===== config.mk =====
export PLATFORM = sky130hd
export DESIGN_NAME = wb_native_master
export DESIGN_NICKNAME = d
export VERILOG_FILES = /design/src/rtl/wb_native_master.sv
export SDC_FILE = /design/constraint.sdc
export NUM_CORES = 1
export LEC_CHECK = 0
export ABC_AREA = 1
export CAP_MARGIN = 20
export CORE_UTILIZATION = 25
export CTS_CLUSTER_DIAMETER = 60
export DETAILED_ROUTE_END_ITERATION = 8
export PLACE_DENSITY_LB_ADDON = 0.12
export SLEW_MARGIN = 40
export SYNTH_ARGS = -nofsm -noshare
export SYNTH_HDL_FRONTEND = slang
export SYNTH_SLANG_ARGS = --single-unit

===== constraint.sdc =====
create_clock -name wb_clk_i -period 2.43 [get_ports wb_clk_i]
set_input_delay 0.729 -clock wb_clk_i [delete_from_list [all_inputs] [get_ports wb_clk_i]]
set_output_delay 0.729 -clock wb_clk_i [all_outputs]
set_load 0.005 [all_outputs]

===== src/rtl/wb_native_master.sv =====
// wb_native_master: bridges the CPU native valid/ready memory interface onto a
// classic Wishbone bus as a single-cycle master. A bus watchdog and error
// termination keep a silent or failing slave from hanging the core.
//
// Ports:
//   wb_clk_i, wb_rst_n_i       clock, async active-low reset
//   mem_valid/instr/addr/wdata/wstrb -> CPU request (wstrb==0 means read)
//   mem_ready, mem_rdata       <- one-cycle completion pulse and read data
//   wb_adr_o/dat_o/sel_o/we_o/cyc_o/stb_o -> Wishbone request
//   wb_ack_i, wb_err_i, wb_dat_i          <- Wishbone response
//   mem_instr_o                registered instruction-fetch flag for the slave
//   bus_err_o, bus_err_adr_o   sticky error flag and first failing address
module wb_native_master #(
  parameter int unsigned TIMEOUT  = 255,
  parameter logic [31:0] ERR_DATA = 32'hDEAD_BEEF,
  parameter int unsigned CNT_W    = 8
) (
  input  logic        wb_clk_i,
  input  logic        wb_rst_n_i,
  input  logic        mem_valid,
  input  logic        mem_instr,
  input  logic [31:0] mem_addr,
  input  logic [31:0] mem_wdata,
  input  logic [3:0]  mem_wstrb,
  output logic        mem_ready,
  output logic [31:0] mem_rdata,
  output logic [31:0] wb_adr_o,
  output logic [31:0] wb_dat_o,
  output logic [3:0]  wb_sel_o,
  output logic        wb_we_o,
  output logic        wb_cyc_o,
  output logic        wb_stb_o,
  input  logic        wb_ack_i,
  input  logic        wb_err_i,
  input  logic [31:0] wb_dat_i,
  output logic        mem_instr_o,
  output logic        bus_err_o,
  output logic [31:0] bus_err_adr_o
);

  localparam int unsigned AW = 32;
  localparam int unsigned DW = 32;
  localparam int unsigned SW = 4;

  // Watchdog fires when the count reaches TIMEOUT-1, giving TIMEOUT stb-high cycles
  localparam bit               TO_EN   = (TIMEOUT != 0);
  localparam logic [CNT_W-1:0] TO_LAST = CNT_W'((TIMEOUT == 0) ? 0 : TIMEOUT - 1);

  typedef enum logic [1:0] {
    IDLE = 2'd0,
    BUS  = 2'd1,
    DONE = 2'd2
  } state_t;

  state_t         state_q, state_d;
  logic [CNT_W-1:0] cnt_q, cnt_d;
  logic [AW-1:0]  adr_q, adr_d;
  logic [DW-1:0]  dat_q, dat_d;
  logic [SW-1:0]  sel_q, sel_d;
  logic           we_q, we_d;
  logic           cyc_q, cyc_d;
  logic           ready_q, ready_d;
  logic [DW-1:0]  rdata_q, rdata_d;
  logic           instr_q, instr_d;
  logic           err_q, err_d;
  logic [AW-1:0]  err_adr_q, err_adr_d;

  logic           fail_c;
  logic           term_c;

  // State and output registers
  always_ff @(posedge wb_clk_i or negedge wb_rst_n_i) begin
    if (!wb_rst_n_i) begin
      state_q   <= IDLE;
      cnt_q     <= '0;
      adr_q     <= '0;
      dat_q     <= '0;
      sel_q     <= '0;
      we_q      <= 1'b0;
      cyc_q     <= 1'b0;
      ready_q   <= 1'b0;
      rdata_q   <= '0;
      instr_q   <= 1'b0;
      err_q     <= 1'b0;
      err_adr_q <= '0;
    end else begin
      state_q   <= state_d;
      cnt_q     <= cnt_d;
      adr_q     <= adr_d;
      dat_q     <= dat_d;
      sel_q     <= sel_d;
      we_q      <= we_d;
      cyc_q     <= cyc_d;
      ready_q   <= ready_d;
      rdata_q   <= rdata_d;
      instr_q   <= instr_d;
      err_q     <= err_d;
      err_adr_q <= err_adr_d;
    end
  end

  // Next-state and next-output logic
  always_comb begin
    state_d   = state_q;
    cnt_d     = cnt_q;
    adr_d     = adr_q;
    dat_d     = dat_q;
    sel_d     = sel_q;
    we_d      = we_q;
    cyc_d     = cyc_q;
    ready_d   = 1'b0;
    rdata_d   = rdata_q;
    instr_d   = instr_q;
    err_d     = err_q;
    err_adr_d = err_adr_q;
    // err beats ack; ack beats a watchdog expiring on the same cycle
    fail_c    = 1'b0;
    term_c    = 1'b0;

    unique case (state_q)
      IDLE: begin
        if (mem_valid) begin
          adr_d   = mem_addr;
          dat_d   = mem_wdata;
          instr_d = mem_instr;
          we_d    = |mem_wstrb;
          sel_d   = (|mem_wstrb) ? mem_wstrb : 4'hF;
          cyc_d   = 1'b1;
          cnt_d   = '0;
          state_d = BUS;
        end
      end
      BUS: begin
        if (wb_err_i) begin
          fail_c = 1'b1;
          term_c = 1'b1;
        end else if (wb_ack_i) begin
          term_c = 1'b1;
        end else if (TO_EN && (cnt_q == TO_LAST)) begin
          fail_c = 1'b1;
          term_c = 1'b1;
        end else begin
          cnt_d = cnt_q + CNT_W'(1);
        end

        if (term_c) begin
          cyc_d   = 1'b0;
          we_d    = 1'b0;
          ready_d = 1'b1;
          state_d = DONE;
          if (!we_q) begin
            rdata_d = fail_c ? ERR_DATA : wb_dat_i;
          end
          if (fail_c) begin
            err_d = 1'b1;
            if (!err_q) begin
              err_adr_d = adr_q;
            end
          end
        end
      end
      DONE: begin
        // mem_valid is deliberately ignored here so the finished request is not reissued
        state_d = IDLE;
      end
      default: begin
        state_d = IDLE;
      end
    endcase
  end

  assign mem_ready     = ready_q;
  assign mem_rdata     = rdata_q;
  assign wb_adr_o      = adr_q;
  assign wb_dat_o      = dat_q;
  assign wb_sel_o      = sel_q;
  assign wb_we_o       = we_q;
  assign wb_cyc_o      = cyc_q;
  assign wb_stb_o      = cyc_q;
  assign mem_instr_o   = instr_q;
  assign bus_err_o     = err_q;
  assign bus_err_adr_o = err_adr_q;

endmodule

* Word-level counts from Yosys, hierarchy flattened *
Cells that the tools add are included.

storage, ports and cells
  bits in registers = 147
  bits of input ports = 106
  output and inout port bits = 138

operators by class
  add/sub/neg operators = 1
  equal/unequal tests = 7
  muxes and demuxes = 24
  bitwise logic cells = 2
  reductions and logical operators = 10

operator list
  operator             number
  $mux 32              1
  $mux 8               4
  $pmux 8 s2           1
  $mux 1               12
  $ne 2x2->1 const B   5
  $reduce_and 3->1     3
  $add 8x1->8 const B  1
  $eq 8x8->1 const B   1
  $reduce_and 5->1     1
  $mux 2               2
  $mux 4               1
  $pmux 1 s2           2
  $pmux 2 s2           1
  $reduce_and 2->1     2
  $reduce_and 4->1     1
  $reduce_or 4->1      1
  $eq 2x1->1 const B   1
  $logic_not 2->1      1
  $not 1->1            2
  $reduce_bool 2->1    1

* Longest topological paths before layout *
  word-level depth = 7
  gate-level depth with buffers = 11
  depth with buffers taken out = 10

* Least setup slack after synthesis *
No wires, ideal clock.

  kind = in2reg
  start point = input port mem_valid
  end point = register cnt_q[5]
  data arrival time = 1.451 ns
  data required time = 2.309 ns
  setup slack = 0.858 ns
  stages = 6
  buffers on the path = 2
  path through = nand2_1 clkbuf_1 nand2_2 inv_2 buf_4 o21ai_1

between the ends
  longest elaborated chain between the ends = 2

ends and longest elaborated chain
  what                               line  source
  from (decl)                        20    input logic mem_valid,
  $ne 2x2->1 (no source line)        --
  $reduce_and 5->1 (no source line)  --
  to (signal assigned)               88    cnt_q <= cnt_d;
  to (decl)                          56    logic [CNT_W-1:0] cnt_q, cnt_d;

Every way passes these cells.
A chain may end at the register's enable or synchronous reset.

* Worst setup path in the final report *
  start point = register we_q (netlist: wb_we_o)
  end point = output port wb_we_o

RTL lines
  what                    line  source
  from (decl)             60    logic we_q, we_d;
  from (signal assigned)  92    we_q <= we_d;
  to (decl)               30    output logic wb_we_o,

No word-level cell between the ends.

==> metrics.csv <==
stage,metric,value,unit
status,status,finished clean,
route,vias per inst,4.246,
synth,multiplexer share of the synthesized area,0,
floorplanning,Rows,57,
synth,ys flop type,dfrtp_1,
synth,"Cell Area, Synth",0.006198,sq mm
timing,f_max,480.7,MHz
route,First-pass DRT Iterations,4,
synth,Synth Area in Adders,0.004037,
synth,"Warnings, synthesis",0,
worst_setup_path,worst path buffer plus inverter count,1,
floorplanning,Initial Util,0.2549,
worst_setup_path,kind of end point of the critical path,output pin,
timing,"Hold Vio Cnt, Final",0,
worst_setup_path,worst reg2reg path depth,9,
route,final wirelength,18.99,mm
synth,fraction of synthesized cell area in xor and xnor cells,0.004239,
global_route,largest net degree at the start of global routing,50,
route,DR iter-0 viols,280,
synth,Yosys reg bits,147,
synth,syn_area_per_cell,8.743,sq um
synth,Mapped Nets,817,
power_and_ir_drop,P per Cell Area,952.4,mW/mm^2
layout,share of layout cells above drive strength 1,0.07307,
timing,headroom to the max-slew limit,0.6955,
clock_tree,TritonCTS clock tree,done,
synth,Synth area leader,dfrtp_1,
power_and_ir_drop,Leakage,4.577,nW
power_and_ir_drop,VDD IR max,0.4367,mV
hold_path,HP Class,input pin to async pin,
worst_setup_path,Worst R2R Setup Slack,550,ps
synth,Synth cell types,27,
layout,Ant. Diodes,0,
floorplanning,core area,0.02432,sq mm
worst_setup_path,Critical R2R Capture,bus_err_adr_o[11],
synth,simple-gate portion of the synthesized area,0.3312,
worst_setup_path,Worst R2R Start,cnt_q[0],
global_route,number of global-route vias before repair,5444,
timing,Final setup viols,0,
worst_setup_path,worst endpoint required time,1700,ps
synth,post-synthesis compound-gate area fraction,0.01817,
power_and_ir_drop,Clk network pwr share,0.287,
global_route,gr ovfl total,0,
worst_setup_path,cell family with most CP delay,buffers and inverters,
clock_tree,cts repair resizes,0,
power_and_ir_drop,Cell Int Power,6.314,mW
synth,ys async rst share,1.000,
floorplanning,IO Pins,244,
clock_tree,"CTS clk-pin slew, worst paths",70,ps
clock_tree,Inserted Clock Buffers,17,
power_and_ir_drop,switching share of power,0.3084,
global_route,initial antenna violation count,0,
timing,Worst-Margin Slew,456.8,ps
route,WL/cell,14.81,um
worst_setup_path,Crit Path Class,register to output pin,
clock_tree,CTS root buf,clkbuf_16,
timing,Clock Skew,10.02,ps
synth,largest family of logic cells by synthesized area,simple AND/OR/NAND/NOR gates,
worst_setup_path,CP max stage delay,550,ps
layout,fin cells,1282,
layout,NumNets Final,1053,
flow_run,Max Cap Viol,0,
clock_tree,Clock Sinks,147,
timing,pins over their slew limit,0,
route,DRT antenna net count,0,
clock_tree,CTS Buffer Depth,2,
placement,routability cong.,0.7299,
worst_setup_path,Crit-path slowest cell,clkdlybuf4s50_1,
worst_setup_path,Crit. Startpoint,wb_we_o,
worst_setup_path,crit path to,wb_we_o,
floorplanning,full die area,0.02543,sq mm
clock_tree,"Hold-fix buffers, CTS",0,
power_and_ir_drop,Seq pwr share,0.395,
synth,Synth area leaders,"dfrtp_1 59%, nand2_1 23%, nand4_1 3.2%",
power_and_ir_drop,NetSw,2.816,mW
placement,number of buffers added on ports,243,
worst_setup_path,cells along the critical path,clkdlybuf4s50_1,
floorplanning,chip width,159.5,um
worst_setup_path,startpoint types,register,
timing,crit share post-route,0.8561,
floorplanning,Die Ht,159.5,um
timing,RSZ-0062 raised after global routing,no,
layout,Layout area overhead,54.64,%
power_and_ir_drop,Comb pwr share,0.318,
clock_tree,htree depth,4,
route,Vias,5443,
global_route,first-pass GRT wire length,30.99,mm
synth,Yosys top cell area share,0.5935,
route,DRC,0,
worst_setup_path,CP Depth,1,
clock_tree,Post-CTS Setup Bufs,0,
timing,setup tns final,0,ps
placement,Placed Cells incl. Taps,1250,
global_route,GRT Resource Usage Total,0.1549,
timing,worst hold slack,232.8,ps
worst_setup_path,Worst EP arrival,1350,ps
synth,Post-Synthesis Cells,709,
worst_setup_path,"Max FO, Critical Path",3,
synth,"EDFF count, synth",0,
placement,HPWL after DPL,12.64,mm
synth,"Seq/Total Area, Yosys",0.5935,
timing,Final min period,2080,ps
clock_tree,Worst-Skew Late Latency,420,ps
-- cells by family (layout without fill, tap and decap cells) --
family	Yosys count	count (layout)
AOI/OAI and AO/OA	18	18
xor gates and xnor gates	3	3
adders and majority gates	2	2
buffers and inverters	61	310
DFF	147	147
and+or+nand+nor	478	478
-- power by group through the flow --
stage                     logic, mW  registers (mW)  clock network, mW
after floorplan               0.945            3.65                  0
after global placement         2.96            3.65                  0
after detailed placement       2.95            3.63                  0
after CTS                      2.96            3.61               2.72
after global routing           3.21            3.71               2.83
final                          2.90            3.61               2.62
-- final cells by class --
cell class / instances / area, sq um
fill: 2435 / 14730
sequential: 147 / 3679
timing repair buffer: 259 / 2629
multi-input combinational: 501 / 2220
clock buffer: 18 / 439.2
tap: 324 / 405.4
clock inverter: 14 / 141.4
inverter: 19 / 72.57
-- synth_stat cells, drive strengths merged (3+ instances only) --
| library cell | instances |
|---|---|
| nand3 | 23 |
| xor2 | 3 |
| buf | 24 |
| inv | 16 |
| nand2 | 385 |
| o21ai | 16 |
| clkbuf | 18 |
| nand3b | 24 |
| nand4 | 32 |
| dfrtp | 147 |
| clkinv | 3 |
| nor2 | 14 |
-- per-stage QoR --
| step | util | setup slack (ps) | cell area [sq um] | total power [mW] |
|---|---|---|---|---|
| after global placement | 0.3703 | 161.2 | 9005 | 6.608 |
| after global routing | 0.3941 | 263.8 | 9585 | 9.747 |
| after floorplan | - | 857.8 | 6198 | 4.590 |
| after detailed placement | 0.3703 | 109.1 | 9005 | 6.586 |
| final | 0.3941 | 349.6 | 9585 | 9.130 |
| after CTS | 0.3941 | 309.0 | 9585 | 9.302 |
-- flip-flops by register name, summed over array words and instances (netlist names) --
name / flops
bus_err_adr_o: 32
mem_rdata: 32
wb_adr_o: 32
wb_dat_o: 32
cnt_q: 8
wb_sel_o: 4
state_q: 2
bus_err_o: 1
mem_instr_o: 1
mem_ready: 1
wb_cyc_o: 1
wb_we_o: 1
-- cells in the final DEF (no fill, tap or decap), drive strengths merged --
cell type,instances
clkdlybuf4s50,242
nor2,14
buf,17
nand2,385
o21ai,16
nand3,23
nand4,32
ha,2
inv,23
clkbuf,18
bufinv,1
dfrtp,147
clkinv,7
xor2,3
nand3b,24
a21oi,2
clkinvlp,2
-- metal layers --
metal | vias to the layer above | GRT usage | wire (um)
met5 | - | 0 | 0
met4 | 0 | 0.04283 | 189
met3 | 9 | 0.05105 | 1193
met2 | 162 | 0.2281 | 8562
met1 | 2566 | 0.2157 | 9045
li1 | 2706 | - | -
-- how the worst min path moves through the flow --
stage | startpoint | end | slack (ps)
3_5_place_dp | bus_err_adr_o[21] | bus_err_adr_o[21] | 460
6_report | wb_rst_n_i | bus_err_adr_o[3] | 230
3_3_place_gp | bus_err_adr_o[26] | bus_err_adr_o[26] | 450
4_1_cts | wb_rst_n_i | bus_err_adr_o[3] | 240
5_1_grt | wb_rst_n_i | bus_err_adr_o[3] | 250
2_1_floorplan | wb_rst_n_i | bus_err_adr_o[0] | 430
Power figures use the tool's default switching activity.
